## config.mk

```make
export PLATFORM = sky130hd
export DESIGN_NAME = pattern_tx
export DESIGN_NICKNAME = d
export VERILOG_FILES = /design/src/rtl/pattern_tx_pkg.sv /design/src/rtl/pattern_tx_ctr.sv /design/src/rtl/pattern_tx.sv
export SDC_FILE = /design/constraint.sdc
export NUM_CORES = 1
export LEC_CHECK = 0
export CAP_MARGIN = 20
export CORE_AREA = 2 2 71 73
export DETAILED_ROUTE_END_ITERATION = 10
export DIE_AREA = 0 0 73 75
export SETUP_SLACK_MARGIN = 0.2
export SYNTH_ARGS = -nofsm -noshare
export SYNTH_HDL_FRONTEND = slang
export SYNTH_HIERARCHICAL = 1
export SYNTH_SLANG_ARGS = --single-unit
```

## constraint.sdc

```tcl
create_clock -name clk -period 5.47 [get_ports clk]
set_clock_uncertainty 0.2 [all_clocks]
set_input_delay 1.3675 -clock clk [delete_from_list [all_inputs] [get_ports clk]]
set_output_delay 1.3675 -clock clk [all_outputs]
set_load 0.005 [all_outputs]
```

## src/rtl/pattern_tx_pkg.sv

```systemverilog
// Shared encodings for the serial pattern transmitter: FSM state values and default pattern.
package pattern_tx_pkg;

   typedef enum logic [1:0] {
      ST_IDLE = 2'b00,
      ST_SEND = 2'b01,
      ST_GAP  = 2'b10,
      ST_DONE = 2'b11
   } state_t;

   localparam logic [3:0] PATTERN_DEF = 4'b1011;

endpackage

```

## src/rtl/pattern_tx_ctr.sv

```systemverilog
// Loadable saturating down-counter with zero flag; used for repetitions and gap length.
module pattern_tx_ctr #(
   parameter int W = 8
) (
   input  logic         clk,
   input  logic         rst,
   input  logic         i_load,
   input  logic [W-1:0] i_load_val,
   input  logic         i_dec,
   output logic         o_zero
);

   logic [W-1:0] r_cnt;

   always_ff @(posedge clk or negedge rst) begin
      if (!rst) begin
         r_cnt <= '0;
      end else if (i_load) begin
         r_cnt <= i_load_val;
      end else if (i_dec && (r_cnt != '0)) begin
         r_cnt <= r_cnt - W'(1);
      end
   end

   assign o_zero = (r_cnt == '0);

endmodule

```

## src/rtl/pattern_tx.sv

```systemverilog
// Serial pattern transmitter: bursts of PATTERN (MSB first) with idle gaps and start/busy/done.
// Optional abort input enabled by defining PATTERN_TX_ABORT_EN.
//
// state | meaning
// IDLE  | waiting for start, all outputs low
// SEND  | shifting out pattern bit r_idx, valid high
// GAP   | inserting zeros between repetitions
// DONE  | one-cycle done pulse, then IDLE
module pattern_tx
   import pattern_tx_pkg::*;
#(
   parameter int               PAT_W   = 4,
   parameter logic [PAT_W-1:0] PATTERN = PATTERN_DEF,
   parameter int               CNT_W   = 8,
   parameter int               GAP_W   = 4
) (
   input  logic             clk,
   input  logic             rst,
   input  logic             start,
   input  logic [CNT_W-1:0] count,
   input  logic [GAP_W-1:0] gap,
   output logic             x_out,
   output logic             valid,
   output logic             busy,
   output logic             done
`ifdef PATTERN_TX_ABORT_EN
   ,
   input  logic             abort
`endif
);

   localparam int                IDX_W    = (PAT_W > 1) ? $clog2(PAT_W) : 1;
   localparam logic [IDX_W-1:0]  IDX_LAST = IDX_W'(PAT_W - 1);

   state_t             r_state;
   state_t             w_state_nxt;
   logic [IDX_W-1:0]   r_idx;
   logic [IDX_W-1:0]   w_idx_nxt;
   logic [GAP_W-1:0]   r_gap_len;
   logic               r_x_out, r_valid, r_busy, r_done;
   logic               w_x_nxt;
   logic               w_accept;
   logic               w_rep_load, w_rep_dec, w_rep_zero;
   logic               w_gap_load, w_gap_dec, w_gap_zero;

   // Counters hold "remaining minus one" so the zero flag alone marks the last repetition/gap cycle.
   pattern_tx_ctr #(.W(CNT_W)) u_rep_ctr (
      .clk        (clk),
      .rst        (rst),
      .i_load     (w_rep_load),
      .i_load_val (count - CNT_W'(1)),
      .i_dec      (w_rep_dec),
      .o_zero     (w_rep_zero)
   );

   pattern_tx_ctr #(.W(GAP_W)) u_gap_ctr (
      .clk        (clk),
      .rst        (rst),
      .i_load     (w_gap_load),
      .i_load_val (r_gap_len - GAP_W'(1)),
      .i_dec      (w_gap_dec),
      .o_zero     (w_gap_zero)
   );

   always_ff @(posedge clk or negedge rst) begin
      if (!rst) begin
         r_state   <= ST_IDLE;
         r_idx     <= '0;
         r_gap_len <= '0;
         r_x_out   <= 1'b0;
         r_valid   <= 1'b0;
         r_busy    <= 1'b0;
         r_done    <= 1'b0;
      end else begin
         r_state <= w_state_nxt;
         r_idx   <= w_idx_nxt;
         if (w_accept) r_gap_len <= gap;
         r_x_out <= w_x_nxt;
         r_valid <= (w_state_nxt == ST_SEND);
         r_busy  <= (w_state_nxt != ST_IDLE);
         r_done  <= (w_state_nxt == ST_DONE);
      end
   end

   always_comb begin
      w_state_nxt = r_state;
      w_idx_nxt   = r_idx;
      w_accept    = 1'b0;
      w_rep_load  = 1'b0;
      w_rep_dec   = 1'b0;
      w_gap_load  = 1'b0;
      w_gap_dec   = 1'b0;
      unique case (r_state)
         ST_IDLE: begin
            if (start) begin
               w_accept    = 1'b1;
               w_rep_load  = 1'b1;
               w_idx_nxt   = '0;
               w_state_nxt = (count != '0) ? ST_SEND : ST_DONE;
            end
         end
         ST_SEND: begin
            if (r_idx == IDX_LAST) begin
               w_idx_nxt = '0;
               if (w_rep_zero) begin
                  w_state_nxt = ST_DONE;
               end else begin
                  w_rep_dec = 1'b1;
                  if (r_gap_len != '0) begin
                     w_state_nxt = ST_GAP;
                     w_gap_load  = 1'b1;
                  end
               end
            end else begin
               w_idx_nxt = r_idx + IDX_W'(1);
            end
         end
         ST_GAP: begin
            if (w_gap_zero) w_state_nxt = ST_SEND;
            else            w_gap_dec   = 1'b1;
         end
         ST_DONE: w_state_nxt = ST_IDLE;
         default: w_state_nxt = ST_IDLE;
      endcase
`ifdef PATTERN_TX_ABORT_EN
      if (abort && ((r_state == ST_SEND) || (r_state == ST_GAP))) begin
         w_state_nxt = ST_IDLE;
         w_idx_nxt   = '0;
         w_rep_dec   = 1'b0;
         w_gap_load  = 1'b0;
         w_gap_dec   = 1'b0;
      end
`endif
      w_x_nxt = (w_state_nxt == ST_SEND) ? PATTERN[IDX_LAST - w_idx_nxt] : 1'b0;
   end

   assign x_out = r_x_out;
   assign valid = r_valid;
   assign busy  = r_busy;
   assign done  = r_done;

endmodule

```

==> run_results.csv, run 1 <==
group,metric,value,unit
clock_tree,htreeDepth,1,
sta,slew_viol_final,0,
critical_path,cp.required,5.42,ns
pwr,p_comb_share,45.1,%
logic_synthesis,avgSynthCellArea,9.653,µm²
place,numPortBuffers,18,
layout,diodes,0,
clock_tree,cts_tree,"done",
clock_tree,cts_max_path_buffers,2,
pwr,power_frac_seq,37.5,%
clock_tree,cts_buffers,3,
clock_tree,cts_resized,0,
route,vias,1201,
sta,max-slew-margin-rel,36.47,%
global_route,grt_pass1_vias,1118,
worst_hold_path,min_path_cells,2,
route,first_iter_violations,36,
floorplan,die_h,75,µm
critical_path,r2r_start,"u_rep_ctr/r_cnt[0]$_DFFE_PN0P_",
flow_run,max_cap_viol_count,0,
critical_path,rr_endpoint,"u_rep_ctr/r_cnt[7]$_DFFE_PN0P_",
global_route,grtUsageTotal,11.63,%
clock_tree,cts-root-buf,"clkbuf_8",
sta,period_share,63.97,%
floorplan,initial_utilization,32.72,%
run_status,outcome,"complete, no violations",
pwr,clkPwrFrac,17.3,%
floorplan,dieArea,5475,µm²
pwr,swShare,38.10,%
sta,max_freq,0.2858,GHz
sta,tns,0,ns
floorplan,coreArea,4661,µm²
sta,finalSetupViolCount,0,
pwr,p_total,0.9090,mW
critical_path,crit_arrival,3.45,ns
pwr,power_density,494.2,nW/µm²
logic_synthesis,ys_warn_count,6,
global_route,grt_pass1_wl,5.016,mm
route,via_per_inst,5.177,
critical_path,crit_fanout,13,
logic_synthesis,async_flop_share,100.0,%
floorplan,io_pins,19,
clock_tree,cts_setup_buffers,0,
logic_synthesis,synth_common_cells,"dfrtp_1 (24), inv_1 (12), nor2_1 (12)",
sta,hold_viol,0,
critical_path,r2r_cells,9,
layout,fin_util,39.46,%
place,hpwl,2.182,mm
global_route,antenna_found_initial,0,
pwr,vdd_drop_max,0.1948,mV
pwr,power.internal,0.5627,mW
logic_synthesis,syn_area,1525,µm²
layout,layout-drive-gt1-share,10.11,%
sta,worst_slack,1.971,ns
place,gp_congestion,0.7867,
logic_synthesis,ys_ff_latch,24,
global_route,grt_max_degree,25,
clock_tree,clk_pin_slew,0.09,ns
logic_synthesis,synth_most_common_cell,"dfrtp_1",
logic_synthesis,yosysTopAreaCell,"dfrtp_1",
pwr,p_leak,0.7542,nW
floorplan,floorplan.rows,25,
logic_synthesis,yosys-top-cells-area,"dfrtp_1 (39%), ha_1 (6.6%), nor3b_1 (3.9%)",
worst_hold_path,worst_hold_path.endpoint,"r_idx[1]$_DFF_PN0_",
layout,area_growth,20.59,%
critical_path,worstSetupPathType,"in2reg",
floorplan,dieWidth,73,µm
route,avgRoutedWirePerCell,12.43,µm
layout,fillCellCount,464,
layout,nets,202,
place,dp_slack,1.665,ns
logic_synthesis,synth_edf_count,0,
logic_synthesis,synth.distinct_cells,48,
logic_synthesis,synth_top_area_share,39.38,%
critical_path,end_kind,"flop",
route,totalWireLength,2.883,mm
route,dr.pass1.iters,4,
clock_tree,hold_buffers,0,
worst_hold_path,hp-class,"reg2reg",
critical_path,ff2ff_setup_slack,2.51,ns
global_route,grt.overflow.total,0,
logic_synthesis,synth_nets,181,
sta,tightest_slew,0.9456,ns
logic_synthesis,ys_seq_area_share,39.38,%
sta,period_minus_slack,3.499,ns
logic_synthesis,netlist_instances,158,
logic_synthesis,synth_ff_type,"dfrtp_1",
route,drtAntennaViolNets,0,
pwr,power.switching,0.3463,mW
route,drc,0,
sta,rsz0062_at_grt,"false",
worst_hold_path,worstHoldStart,"r_idx[1]$_DFF_PN0_",
critical_path,cp-start-kind,"input pin",
clock_tree,clock_sinks,24,
clock_tree,clk_latency,0.27,ns
## sequential cells by signal (all words and copies together) (netlist names)
signal / cells
r_gap_len: 4
valid: 1
done: 1
r_state: 2
u_rep_ctr/r_cnt: 8
r_idx: 2
busy: 1
x_out: 1
u_gap_ctr/r_cnt: 4
## metal layers
metal	GRT usage [%]	routed length [µm]	vias to the layer above
met2	18.82	1329	21
li1	-	-	619
met3	1.606	89	4
met1	15.88	1427	557
met4	4.321	36	0
met5	0	0	-
## worst max path at each step
stage	from	endpoint	slack (ns)	cells after the start
after floorplan	start	u_rep_ctr/r_cnt[7]$_DFFE_PN0P_	2.73	5
after global placement	start	u_rep_ctr/r_cnt[7]$_DFFE_PN0P_	1.73	5
after detailed placement	start	u_rep_ctr/r_cnt[7]$_DFFE_PN0P_	1.66	5
after CTS	start	u_rep_ctr/r_cnt[7]$_DFFE_PN0P_	1.95	5
after global routing	start	u_rep_ctr/r_cnt[7]$_DFFE_PN0P_	1.79	5
final	start	u_rep_ctr/r_cnt[7]$_DFFE_PN0P_	1.97	5
## critical path, stage by stage
cell and delay [ns]:
clkdlybuf4s50_1 0.48, nor3b_2 0.64, clkinv_1 0.46, o311a_1 0.24, a221o_1 0.26
## area by class of cell
| type | count | area, µm² | share of cell area (%) |
|---|---|---|---|
| Multi-Input combinational cell | 116 | 852.1 | 46.33 |
| Inverter | 14 | 52.55 | 2.857 |
| Clock inverter | 1 | 30.03 | 1.633 |
| Sequential cell | 24 | 600.6 | 32.65 |
| Timing Repair Buffer | 20 | 195.2 | 10.61 |
| Clock buffer | 3 | 41.29 | 2.245 |
| Tap cell | 54 | 67.56 | 3.673 |
## cell families after synthesis
group,after synthesis,synth area share [%]
AOI/OAI and AO/OA,30,15.01
xor gates and xnor gates,8,4.594
adders and majority gates,8,6.563
buffers and inverters,18,5.085
DFF,24,39.38
muxes,5,3.445
and+or+nand+nor,65,25.92
## power groups by stage
stage          Combinational, mW  Sequential [mW]  Clock (mW)
3_3_place_gp               0.407            0.344           0
5_1_grt                    0.468            0.356       0.168
6_report                   0.410            0.341       0.157
2_1_floorplan              0.313            0.328           0
3_5_place_dp               0.414            0.345           0
4_1_cts                    0.416            0.341       0.161
## placed cells by master (no fill, tap or decap), drive strengths merged, types with 2 or more instances in the layout
| cell | instances |
|---|---|
| mux2i | 3 |
| a211o | 2 |
| nor2b | 3 |
| o21a | 2 |
| a221o | 3 |
| nor4 | 2 |
| xor2 | 5 |
| nor3 | 9 |
| or3b | 2 |
| buf | 2 |
| o21ai | 7 |
| and4b | 2 |
| nand2b | 3 |
| nand2 | 10 |
| mux2 | 2 |
| a31oi | 2 |
| nand4 | 2 |
| xnor2 | 3 |
| nor3b | 10 |
| clkdlybuf4s50 | 18 |
| a21oi | 4 |
| inv | 13 |
| ha | 8 |
| or4 | 4 |
| o211ai | 2 |
| clkbuf | 3 |
| dfrtp | 24 |
| nor2 | 12 |
| nand3 | 2 |
## through the flow
step                cell area, µm²  std cells  hold WS (ns)
finish                        1839        232        0.3672
global route                  1839        232        0.4183
detailed placement            1768        228        0.3511
global placement              1768        228        0.3406
CTS                           1839        232        0.3749
floorplan                     1525        158        0.3059
Power figures use the tool's default switching activity.
==> inputs of run 2 (changes only) <==
clock period = 3 ns   (was 5.47 ns; I/O delays follow)
==> run 2 against run 1 <==
Against the previous run:
- first-iteration DRC count up 17%
- sequential share of layout area shrank 0.52 points
- power rose by 77%
- worst hold slack better by 0.0070 ns
- critical path depth increased by 4
- flip-flop and latch count unchanged
==> run_results.csv, run 2 (synthesis gave the netlist of run 1 again) <==
group,metric,value,unit
route,totalWireLength,2.898,mm
layout,fillCellCount,439,
layout,diodes,0,
layout,area_growth,22.56,%
clock_tree,cts_buffers,3,
critical_path,ff2ff_setup_slack,0.35,ns
sta,period_share,88.39,%
global_route,grt_pass1_vias,1078,
critical_path,cp.required,2.98,ns
critical_path,r2r_cells,9,
clock_tree,clk_latency,0.27,ns
sta,slew_viol_final,0,
pwr,p_leak,0.7711,nW
route,drtAntennaViolNets,0,
layout,top_register,"u_rep_ctr/r_cnt",
clock_tree,htreeDepth,1,
global_route,grtUsageTotal,11.81,%
critical_path,cp-start-kind,"flop",
route,vias,1195,
critical_path,cp.buffers_inverters,1,
critical_path,slowest_delay,0.44,ns
place,gp_congestion,0.7352,
global_route,grt_pass1_wl,4.919,mm
route,via_per_inst,5.042,
floorplan,die_h,75,µm
critical_path,end_kind,"flop",
route,drc,0,
clock_tree,cts_setup_buffers,0,
global_route,antenna_found_initial,0,
worst_hold_path,hp-class,"reg2reg",
critical_path,crit_fanout,6,
clock_tree,cts_resized,0,
worst_hold_path,min_path_cells,2,
layout,largest_reg_flops,8,
route,avgRoutedWirePerCell,12.23,µm
sta,tns,0,ns
critical_path,crit_cells,9,
sta,worst_slack,0.3484,ns
floorplan,dieArea,5475,µm²
critical_path,worst_path_max_delay_cell,"or3b_1",
global_route,grt.overflow.total,0,
clock_tree,clock_sinks,24,
sta,tightest_slew,0.7201,ns
critical_path,worstSetupPathType,"reg2reg",
place,dp_slack,0.3164,ns
run_status,outcome,"complete, no violations",
floorplan,io_pins,19,
flow_run,max_cap_viol_count,0,
layout,nets,208,
layout,final_common_cell,"dfrtp_1",
clock_tree,cts_tree,"done",
route,dr.pass1.iters,4,
place,hpwl,2.211,mm
sta,max-slew-margin-rel,51.55,%
sta,finalSetupViolCount,0,
place,numPortBuffers,18,
clock_tree,hold_buffers,0,
critical_path,path_cells,"inv_1 -> ha_1 -> or3b_2 -> nor2_4 -> nand2b_4 -> nor2_1 -> or3b_1 -> or4_1 -> o221ai_1",
floorplan,initial_utilization,32.72,%
route,first_iter_violations,42,
floorplan,floorplan.rows,25,
sta,period_minus_slack,2.652,ns
layout,mostFrequentLayoutCells,"dfrtp_1 (24), clkdlybuf4s50_1 (18), inv_1 (12)",
clock_tree,cts_max_path_buffers,2,
floorplan,coreArea,4661,µm²
pwr,power_density,861.5,nW/µm²
clock_tree,cts-root-buf,"clkbuf_8",
sta,hold_viol,0,
global_route,grt_max_degree,25,
clock_tree,clk_pin_slew,0.08,ns
layout,layout-drive-gt1-share,13.66,%
sta,max_freq,0.3771,GHz
critical_path,crit_arrival,2.64,ns
sta,rsz0062_at_grt,"false",
floorplan,dieWidth,73,µm
pwr,vdd_drop_max,0.2576,mV
critical_path,cp_top_family,"simple AND/OR/NAND/NOR gates",
layout,top_regs,"u_rep_ctr/r_cnt (8), r_gap_len (4), u_gap_ctr/r_cnt (4)",
-- run 2: cell types whose count changed in the layout (fill, tap and decap cells not counted) --
cell / previous run / this run
nand2b_4: 0 / 1
nand2b_1: 3 / 2
nor2_1: 12 / 11
bufinv_16: 1 / 0
buf_4: 2 / 8
nor2_4: 0 / 1
-- run 2: worst paths after layout --
kind | to | from
min in group asynchronous | r_idx[0]$_DFF_PN0_ | rst
hold reg to reg | r_idx[1]$_DFF_PN0_ | r_idx[1]$_DFF_PN0_
max in group asynchronous | u_gap_ctr/r_cnt[2]$_DFFE_PN0P_ | rst
hold / removal | r_idx[1]$_DFF_PN0_ | r_idx[1]$_DFF_PN0_
setup reg to reg | u_rep_ctr/r_cnt[3]$_DFFE_PN0P_ | u_rep_ctr/r_cnt[0]$_DFFE_PN0P_
setup / recovery | u_rep_ctr/r_cnt[3]$_DFFE_PN0P_ | u_rep_ctr/r_cnt[0]$_DFFE_PN0P_
-- run 2: power breakdown --
part	internal (mW)	total (mW)	switching (mW)	leakage (nW)
combinational	0.398	0.790	0.392	0.460
sequential	0.481	0.626	0.145	0.290
clock	0.0900	0.194	0.104	0.0216
total	0.970	1.61	0.641	0.771
-- run 2: layout make-up --
| type | count | area (µm²) | area share [%] |
|---|---|---|---|
| Multi-Input combinational cell | 116 | 867.1 | 46.39 |
| Timing Repair Buffer | 26 | 240.2 | 12.85 |
| Tap cell | 54 | 67.56 | 3.614 |
| Sequential cell | 24 | 600.6 | 32.13 |
| Inverter | 14 | 52.55 | 2.811 |
| Clock buffer | 3 | 41.29 | 2.209 |
-- run 2: tightest hold or removal path, cell delays in order, from the launching register on --
cell and delay, ns:
dfrtp_1 0.36, mux2i_1 0.09, nor2_1 0.09
-- run 2: through the flow --
step                      utilization (%)  hold WS (ns)  area [µm²]  power, mW  std cells
after floorplan                         -        0.2544        1525      1.170        158
after global placement              38.90        0.3394        1813      1.414        234
after detailed placement            38.90        0.3528        1813      1.417        234
after CTS                           39.79        0.3710        1854      1.618        237
after global routing                40.11        0.3931        1869      1.764        237
final                               40.11        0.3742        1869      1.610        237
-- run 2: routing by layer --
layer,global-route usage (%),wire length [µm]
met5,0,0
met4,4.321,38
met3,2.410,112
met2,18.42,1324
met1,16.25,1424
